## src/rtl/mem_arbiter.sv

```systemverilog
// Single-port memory arbiter between instruction fetch and data (load/store) requesters.
// Data has priority; a bounded run counter guarantees fetch progress.
module mem_arbiter #(
    parameter int unsigned XLEN         = 32,
    parameter int unsigned MAX_DATA_RUN = 4
) (
    input  logic              clk,
    input  logic              rst_n,
    input  logic              i_valid,
    output logic              i_ready,
    input  logic [XLEN-1:0]   i_addr,
    output logic              i_rvalid,
    output logic [XLEN-1:0]   i_rdata,
    input  logic              d_valid,
    output logic              d_ready,
    input  logic              d_we,
    input  logic [XLEN-1:0]   d_addr,
    input  logic [XLEN-1:0]   d_wdata,
    input  logic [XLEN/8-1:0] d_wstrb,
    output logic              d_rvalid,
    output logic [XLEN-1:0]   d_rdata,
    output logic              mem_req,
    output logic              mem_we,
    output logic [XLEN-1:0]   mem_addr,
    output logic [XLEN-1:0]   mem_wdata,
    output logic [XLEN/8-1:0] mem_wstrb,
    input  logic              mem_ready,
    input  logic [XLEN-1:0]   mem_rdata
);

    localparam int unsigned STRB_W = XLEN / 8;
    localparam int unsigned CNT_W  = $clog2(MAX_DATA_RUN + 1);

    typedef struct packed {
        logic              we;
        logic [XLEN-1:0]   addr;
        logic [XLEN-1:0]   wdata;
        logic [STRB_W-1:0] wstrb;
    } mem_cmd_t;

    typedef enum logic [1:0] {
        IDLE   = 2'd0,
        BUSY_I = 2'd1,
        BUSY_D = 2'd2,
        RESP   = 2'd3
    } state_t;

    state_t           state_q;
    state_t           state_d;
    logic [CNT_W-1:0] run_cnt;
    mem_cmd_t         mem_cmd_q;
    logic             grant_i_c;
    logic             grant_d_c;
    logic             run_sat_c;
    logic             mem_done_c;

    assign run_sat_c  = (run_cnt == CNT_W'(MAX_DATA_RUN));
    assign mem_done_c = mem_ready && ((state_q == BUSY_I) || (state_q == BUSY_D));

    // Arbitration: data wins unless it has used up its run while fetch waits.
    always_comb begin
        grant_i_c = 1'b0;
        grant_d_c = 1'b0;
        if (state_q == IDLE) begin
            if (d_valid && !(i_valid && run_sat_c)) begin
                grant_d_c = 1'b1;
            end else if (i_valid) begin
                grant_i_c = 1'b1;
            end
        end
    end

    // Readies stay low throughout reset even though the state reads IDLE.
    assign i_ready = grant_i_c & rst_n;
    assign d_ready = grant_d_c & rst_n;

    assign mem_we    = mem_cmd_q.we;
    assign mem_addr  = mem_cmd_q.addr;
    assign mem_wdata = mem_cmd_q.wdata;
    assign mem_wstrb = mem_cmd_q.wstrb;

    always_ff @(posedge clk or negedge rst_n) begin
        if (!rst_n) begin
            state_q <= IDLE;
        end else begin
            state_q <= state_d;
        end
    end

    always_comb begin
        state_d = state_q;
        case (state_q)
            IDLE: begin
                if (grant_d_c) begin
                    state_d = BUSY_D;
                end else if (grant_i_c) begin
                    state_d = BUSY_I;
                end
            end
            BUSY_I, BUSY_D: begin
                if (mem_ready) begin
                    state_d = RESP;
                end
            end
            RESP:    state_d = IDLE;
            default: state_d = IDLE;
        endcase
    end

    // Command latch, response capture and one-cycle response pulses.
    always_ff @(posedge clk or negedge rst_n) begin
        if (!rst_n) begin
            mem_req   <= 1'b0;
            mem_cmd_q <= '0;
            i_rvalid  <= 1'b0;
            d_rvalid  <= 1'b0;
            i_rdata   <= '0;
            d_rdata   <= '0;
        end else begin
            i_rvalid <= 1'b0;
            d_rvalid <= 1'b0;
            if (grant_d_c) begin
                mem_req         <= 1'b1;
                mem_cmd_q.we    <= d_we;
                mem_cmd_q.addr  <= d_addr;
                mem_cmd_q.wdata <= d_wdata;
                mem_cmd_q.wstrb <= d_wstrb;
            end else if (grant_i_c) begin
                mem_req         <= 1'b1;
                mem_cmd_q.we    <= 1'b0;
                mem_cmd_q.addr  <= i_addr;
                mem_cmd_q.wdata <= '0;
                mem_cmd_q.wstrb <= '0;
            end
            if (mem_done_c) begin
                mem_req <= 1'b0;
                if (state_q == BUSY_I) begin
                    i_rdata  <= mem_rdata;
                    i_rvalid <= 1'b1;
                end else begin
                    if (!mem_cmd_q.we) begin
                        d_rdata <= mem_rdata;
                    end
                    d_rvalid <= 1'b1;
                end
            end
        end
    end

    // Consecutive data grants taken while fetch was waiting.
    always_ff @(posedge clk or negedge rst_n) begin
        if (!rst_n) begin
            run_cnt <= '0;
        end else if (grant_d_c) begin
            if (!i_valid) begin
                run_cnt <= '0;
            end else if (!run_sat_c) begin
                run_cnt <= CNT_W'(run_cnt + 1'b1);
            end
        end else if (grant_i_c) begin
            run_cnt <= '0;
        end
    end

endmodule

```

## config.mk

```make
export PLATFORM = sky130hd
export DESIGN_NAME = mem_arbiter
export DESIGN_NICKNAME = d
export VERILOG_FILES = /design/src/rtl/mem_arbiter.sv
export SDC_FILE = /design/constraint.sdc
export NUM_CORES = 1
export LEC_CHECK = 0
export ABC_AREA = 0
export CAP_MARGIN = 25
export CORE_AREA = 4 4 128 130
export CTS_CLUSTER_DIAMETER = 200
export DETAILED_ROUTE_END_ITERATION = 10
export DIE_AREA = 0 0 132 134
export PLACE_DENSITY = 0.73
export SETUP_SLACK_MARGIN = 0.15
export SYNTH_ARGS = -nofsm -noshare
export SYNTH_HDL_FRONTEND = slang
export SYNTH_SLANG_ARGS = --single-unit
```

## constraint.sdc

```tcl
create_clock -name clk -period 1.87 [get_ports clk]
set_input_delay 0.4675 -clock clk [delete_from_list [all_inputs] [get_ports clk]]
set_output_delay 0.4675 -clock clk [all_outputs]
set_load 0.01 [all_outputs]
```

==> results.ini, run 1 <==
[power]
leakage_nw=4.62
power_mw=16.6
powerDensity_nw_per_um2=1710
vdd_drop_max_v=0.000839

[place]
dp_worst_setup_slack_ps=-584
gp_congestion=0.779
io_buffers=275
dpl_cell_area_sq_um=8610
dp_hpwl_mm=12.0

[setup_path]
required_ps=1400
critPathCaptureType=output port
cp.depth=6
critPathBufInv=2
r2r-end=mem_addr[10]$_DFFE_PN0P_
ff2ff_setup_slack_ps=60
critPathSlowestCell=dfrtp_1
critPathLaunchType=register
reg2reg_depth=8
critPathMaxStageDelay_ps=390
critical_path_class=reg -> out
arrival_ps=1570
r2r_start=run_cnt[1]$_DFFE_PN0P_
path_max_fanout=3
cp_top_family=flip-flops
path_cells=inv_2 -> ha_4 -> nand3_4 -> and3_4 -> and2_4 -> buf_6

[finish]
insertedDiodeCount=0
postLayoutCoreUtil_pct=64.1
fillers=1162
seqCellArea_sq_um=3530
mostFrequentLayoutCells=dfrtp_1 (141), dlygate4sd2_1 (137), clkdlybuf4s50_1 (135)
design_area_sq_um=9710
layout_commonest_cell=dfrtp_1
nets=835
multi_input_area_sq_um=2030
drive_gt1_share_pct=22.8
area_growth_pct=75.7

[run]
cap_viol_max_count=0

[route]
dr.pass1.iters=4
routed-via-count=4486
avgRoutedWirePerCell_microns=21.0
vias_per_cell=5.03
drt_iter0_markers=190
drt_wl_total_mm=18.7
drc=0
ant_nets=0

[clocking]
cts.sinks=141
clkTransAtPathRegs_ps=60
root_buffer=clkbuf_16
cts_buffer_depth=2
cts_tree=done
htree_levels=4
clk_latency_ps=420
cts_buffers=17

[sta]
period_minus_slack_ps=2040
setup_ws_ps=-165
slew_violations=0
min_period_over_period_pct=109
relSlewSlack_pct=44.3
rsz0062_at_grt=yes
hold_violations=0
setup_viol_count_final=2
max_freq_mhz=491
fin_skew_ps=10.4
tightest_slew_ps=836

[hold_path]
hp-class=in -> async

[logic_synthesis]
synthesis.area_sq_um=5530
synth_seq_cells=141
synth_top_area_cell=dfrtp_1
synth_nets=516
synthDistinctLibCells=28
netlist_instances=373
synth_seq_area_share_pct=63.9
yosysWarnings=0
synth.top_cell.area_share_pct=63.9
avgSynthCellArea_sq_um=14.8
synthTopCellsByArea=dfrtp_1 (64%), mux2_2 (13%), a22o_1 (5.9%), a221o_1 (5.8%), and2_1 (3.8%)

[global_routing]
busiest_layer=met2
grt_max_degree=77
grt.total_usage_pct=20.1
grt_pass1_wl_mm=27.7
use_met2_pct=36.2
antenna_found_initial=1
met3_usage_pct=5.06
met1_usage_pct=23.2
overflow=0
grt_pass1_vias=4921

[floorplan]
die_h_microns=134
start_util_pct=36.5
rows=45
core_region_area_sq_um=15100
die_w_microns=132
die_area_sq_um=17700
io_pins=276

[status]
violations=negative setup slack
status=finished with violations

==> cell usage after synthesis <==
master and n:
dfrtp_1 141, mux2_2 62, a22o_1 37, and2_1 34
a221o_1 32, buf_2 17, inv_1 7, buf_6 5
ha_1 5, nand2_1 5, nor2_1 3, a21boi_0 2
a21oi_1 2, clkbuf_1 2, mux2_1 2, mux2i_1 2
nand3_1 2, nor2b_1 2, o21ai_0 2, a32o_1 1
and3_1 1, and3_4 1, nand2b_1 1, nand3_2 1
nor3_2 1, o21ai_1 1, o22ai_1 1, o2bb2ai_1 1
==> power by group <==
| part | switching, mW | internal, mW | leakage, nW | total [mW] |
|---|---|---|---|---|
| combinational | 3.37 | 4.53 | 2.60 | 7.90 |
| sequential | 0.773 | 4.59 | 1.73 | 5.36 |
| clock | 1.26 | 2.06 | 0.282 | 3.32 |
| total | 5.40 | 11.2 | 4.62 | 16.6 |
==> layout make-up <==
class | count | share of cell area, %
inverters | 7 | 0.271
clock buffers | 21 | 4.85
clock inverters | 9 | 1.15
repair buffers | 324 | 34.1
multi-input cells | 201 | 20.9
flip-flops and latches | 141 | 36.4
well taps | 188 | 2.42
==> kinds of logic after synthesis <==
logic type | after synthesis | share of synthesized area, %
adders and majority gates | 5 | 1.13
AOI/OAI and AO/OA | 79 | 12.8
buffers and inverters | 31 | 3.17
DFF | 141 | 63.9
and+or+nand+nor | 51 | 5.59
muxes | 66 | 13.4
==> layer usage <==
metal	routed length, microns	vias up
met2	10200	170
met4	372	2
met5	13	-
met3	945	25
met1	7260	2263
li1	-	2026
==> through the flow <==
stage | TNS [ps] | hold WS, ps | cells
after detailed placement | -25850 | 482 | 834
after CTS | -254 | 316 | 877
after floorplan | 0 | 172 | 373
after global placement | -20950 | 470 | 834
final | -277 | 285 | 891
after global routing | -418 | 341 | 891
==> worst max path at each step <==
stage,slack [ps],startpoint,end
after CTS,-160,run_cnt[0]$_DFFE_PN0P_,d_ready
after global placement,-550,d_valid,i_ready
after detailed placement,-580,d_valid,i_ready
final,-170,run_cnt[1]$_DFFE_PN0P_,d_ready
after global routing,-220,run_cnt[1]$_DFFE_PN0P_,d_ready
after floorplan,140,state_q[0]$_DFFE_PN0P_,d_rdata[10]$_DFFE_PN0P_
==> state kept, by name, indices dropped and copies added, names as in the netlist <==
signal     flops
mem_we         1
run_cnt        3
d_rvalid       1
mem_wstrb      4
state_q        2
mem_addr      32
mem_wdata     32
i_rdata       32
d_rdata       32
mem_req        1
i_rvalid       1
==> what timing repair did <==
item	4_1_cts	5_1_grt
hold endpoints to repair	0	5
setup buffers	8	4
gates resized for setup	191	16
setup endpoints to repair	237	97
pin swaps	3	44
gates cloned	5	8
hold buffers	0	1
(Power assumes the default switching activity.)
==> run 2: changes to the inputs <==
- CORE_AREA: 4 4 128 130 -> 4 4 129 131
- CTS_CLUSTER_DIAMETER: 200 -> 120
- DIE_AREA: 0 0 132 134 -> 0 0 133 135
- PLACE_DENSITY: 0.73 -> 0.75
- clock period: 1.87 -> 1.67 ns (I/O delays scaled with it)
==> results.ini, run 2 (same netlist as run 1, synthesis figures left out) <==
[route]
routed-via-count=4533
drc=0
drt_iter0_markers=188
ant_nets=0
dr.pass1.iters=5
avgRoutedWirePerCell_microns=19.9
drt_wl_total_mm=18.4
vias_per_cell=4.90

[sta]
min_period_over_period_pct=116
slew_violations=0
tightest_slew_ps=665
relSlewSlack_pct=55.7
period_minus_slack_ps=1940
hold_slack_ps=46.3
rsz0062_at_grt=yes
hold_violations=0
setup_ws_ps=-274
fin_skew_ps=7.93
max_freq_mhz=514
setup_viol_count_final=50

[clocking]
cts_buffers=17
clkTransAtPathRegs_ps=60
root_buffer=clkbuf_16
cts_tree=done
cts_buffer_depth=2
htree_levels=4
clk_latency_ps=420
cts.sinks=141

[power]
vdd_drop_max_v=0.000973
powerDensity_nw_per_um2=1970
leakage_nw=4.61

[setup_path]
arrival_ps=1530
critPathLaunchType=register
required_ps=1250
critPathCaptureType=output port
path_max_fanout=3
critical_path_class=reg -> out

[finish]
area_growth_pct=81.0
postLayoutCoreUtil_pct=64.1
nets=840
design_area_sq_um=10000
layout_commonest_cell=dfrtp_1
insertedDiodeCount=0
mostFrequentLayoutCells=dfrtp_1 (141), clkdlybuf4s50_1 (135), clkdlybuf4s15_1 (118)
drive_gt1_share_pct=25.6

[floorplan]
die_area_sq_um=18000
rows=46
die_h_microns=135
die_w_microns=133
core_region_area_sq_um=15600
io_pins=276
start_util_pct=35.4

[global_routing]
grt_pass1_vias=5021
antenna_found_initial=0
grt_pass1_wl_mm=28.5
grt.total_usage_pct=20.3
grt_max_degree=87
overflow=0

[run]
cap_viol_max_count=0

[hold_path]
hp-class=in -> async

[place]
io_buffers=275
dpl_cell_area_sq_um=8730
gp_congestion=0.806
dp_hpwl_mm=12.1

[status]
violations=negative setup slack
status=finished with violations

==> run 2: cell count changes in the layout (fill, tap and decap cells not counted), sizes merged <==
cell,before,now
clkinvlp,2,3
buf,44,56
bufinv,2,3
dlygate4sd2,137,8
clkdlybuf4s15,0,119
inv,9,12
==> run 2: stage by stage <==
step | power [mW] | setup slack [ps] | TNS, ps | cells
finish | 19.7 | -274 | -3640 | 926
global route | 20.8 | -344 | -7280 | 926
CTS | 19.3 | -271 | -8650 | 920
detailed placement | 14.9 | -791 | -54750 | 864
global placement | 14.6 | -740 | -50970 | 864
floorplan | 10.0 | 16.3 | 0 | 373
==> run 2: area by class of cell <==
cell class / instances / area, sq um
clock inverters: 14 / 184
flip-flops and latches: 141 / 3530
repair buffers: 329 / 3400
fillers: 1164 / 5600
well taps: 216 / 270
clock buffers: 18 / 429
inverters: 7 / 26.3
multi-input cells: 201 / 2160
==> run 2: worst paths after layout <==
kind / start / end / slack (ps) / cells after the start
worst max-delay path: run_cnt[0]$_DFFE_PN0P_ / d_ready / -270 / 6
worst min-delay path: rst_n / mem_wdata[10]$_DFFE_PN0P_ / 50 / 2
worst max register to register: state_q[0]$_DFFE_PN0P_ / d_rdata[4]$_DFFE_PN0P_ / -140 / 8
worst min register to register: mem_wdata[1]$_DFFE_PN0P_ / mem_wdata[1]$_DFFE_PN0P_ / 500 / 1
max in group asynchronous: rst_n / i_rdata[27]$_DFFE_PN0P_ / 1060 / 2
min in group clk: mem_wdata[1]$_DFFE_PN0P_ / mem_wdata[1]$_DFFE_PN0P_ / 500 / 1
==> run 2: report_power, final <==
part / total (mW) / switching (mW) / internal, mW / leakage (nW)
sequential: 6.07 / 0.927 / 5.14 / 1.73
clock: 3.92 / 1.53 / 2.38 / 0.291
combinational: 9.74 / 3.88 / 5.87 / 2.59
total: 19.7 / 6.34 / 13.4 / 4.61
==> run 2: critical path: stages, from the launching register on <==
cell     delay, ps
dfrtp_1        390
inv_2           70
ha_4           150
nand3_2         80
and3_4         170
and2_4         140
buf_6          120
==> run 2: what timing repair did <==
item                                    CTS  global route
endpoints found under the setup margin  272           199
gates resized for setup                 280            98
gates cloned                              7             0
pin swaps                                 6             2
buffers inserted                         16             6
hold endpoints to repair                  3             0
hold buffers                              1             0
==> run 2: metal layers <==
layer,up-vias,global-route usage [%],part of all wire (%)
met4,0,6.87,1.9
li1,2032,-,-
met3,30,7.12,7.7
met5,-,0,0
met1,2277,23.5,39
met2,194,35.1,51
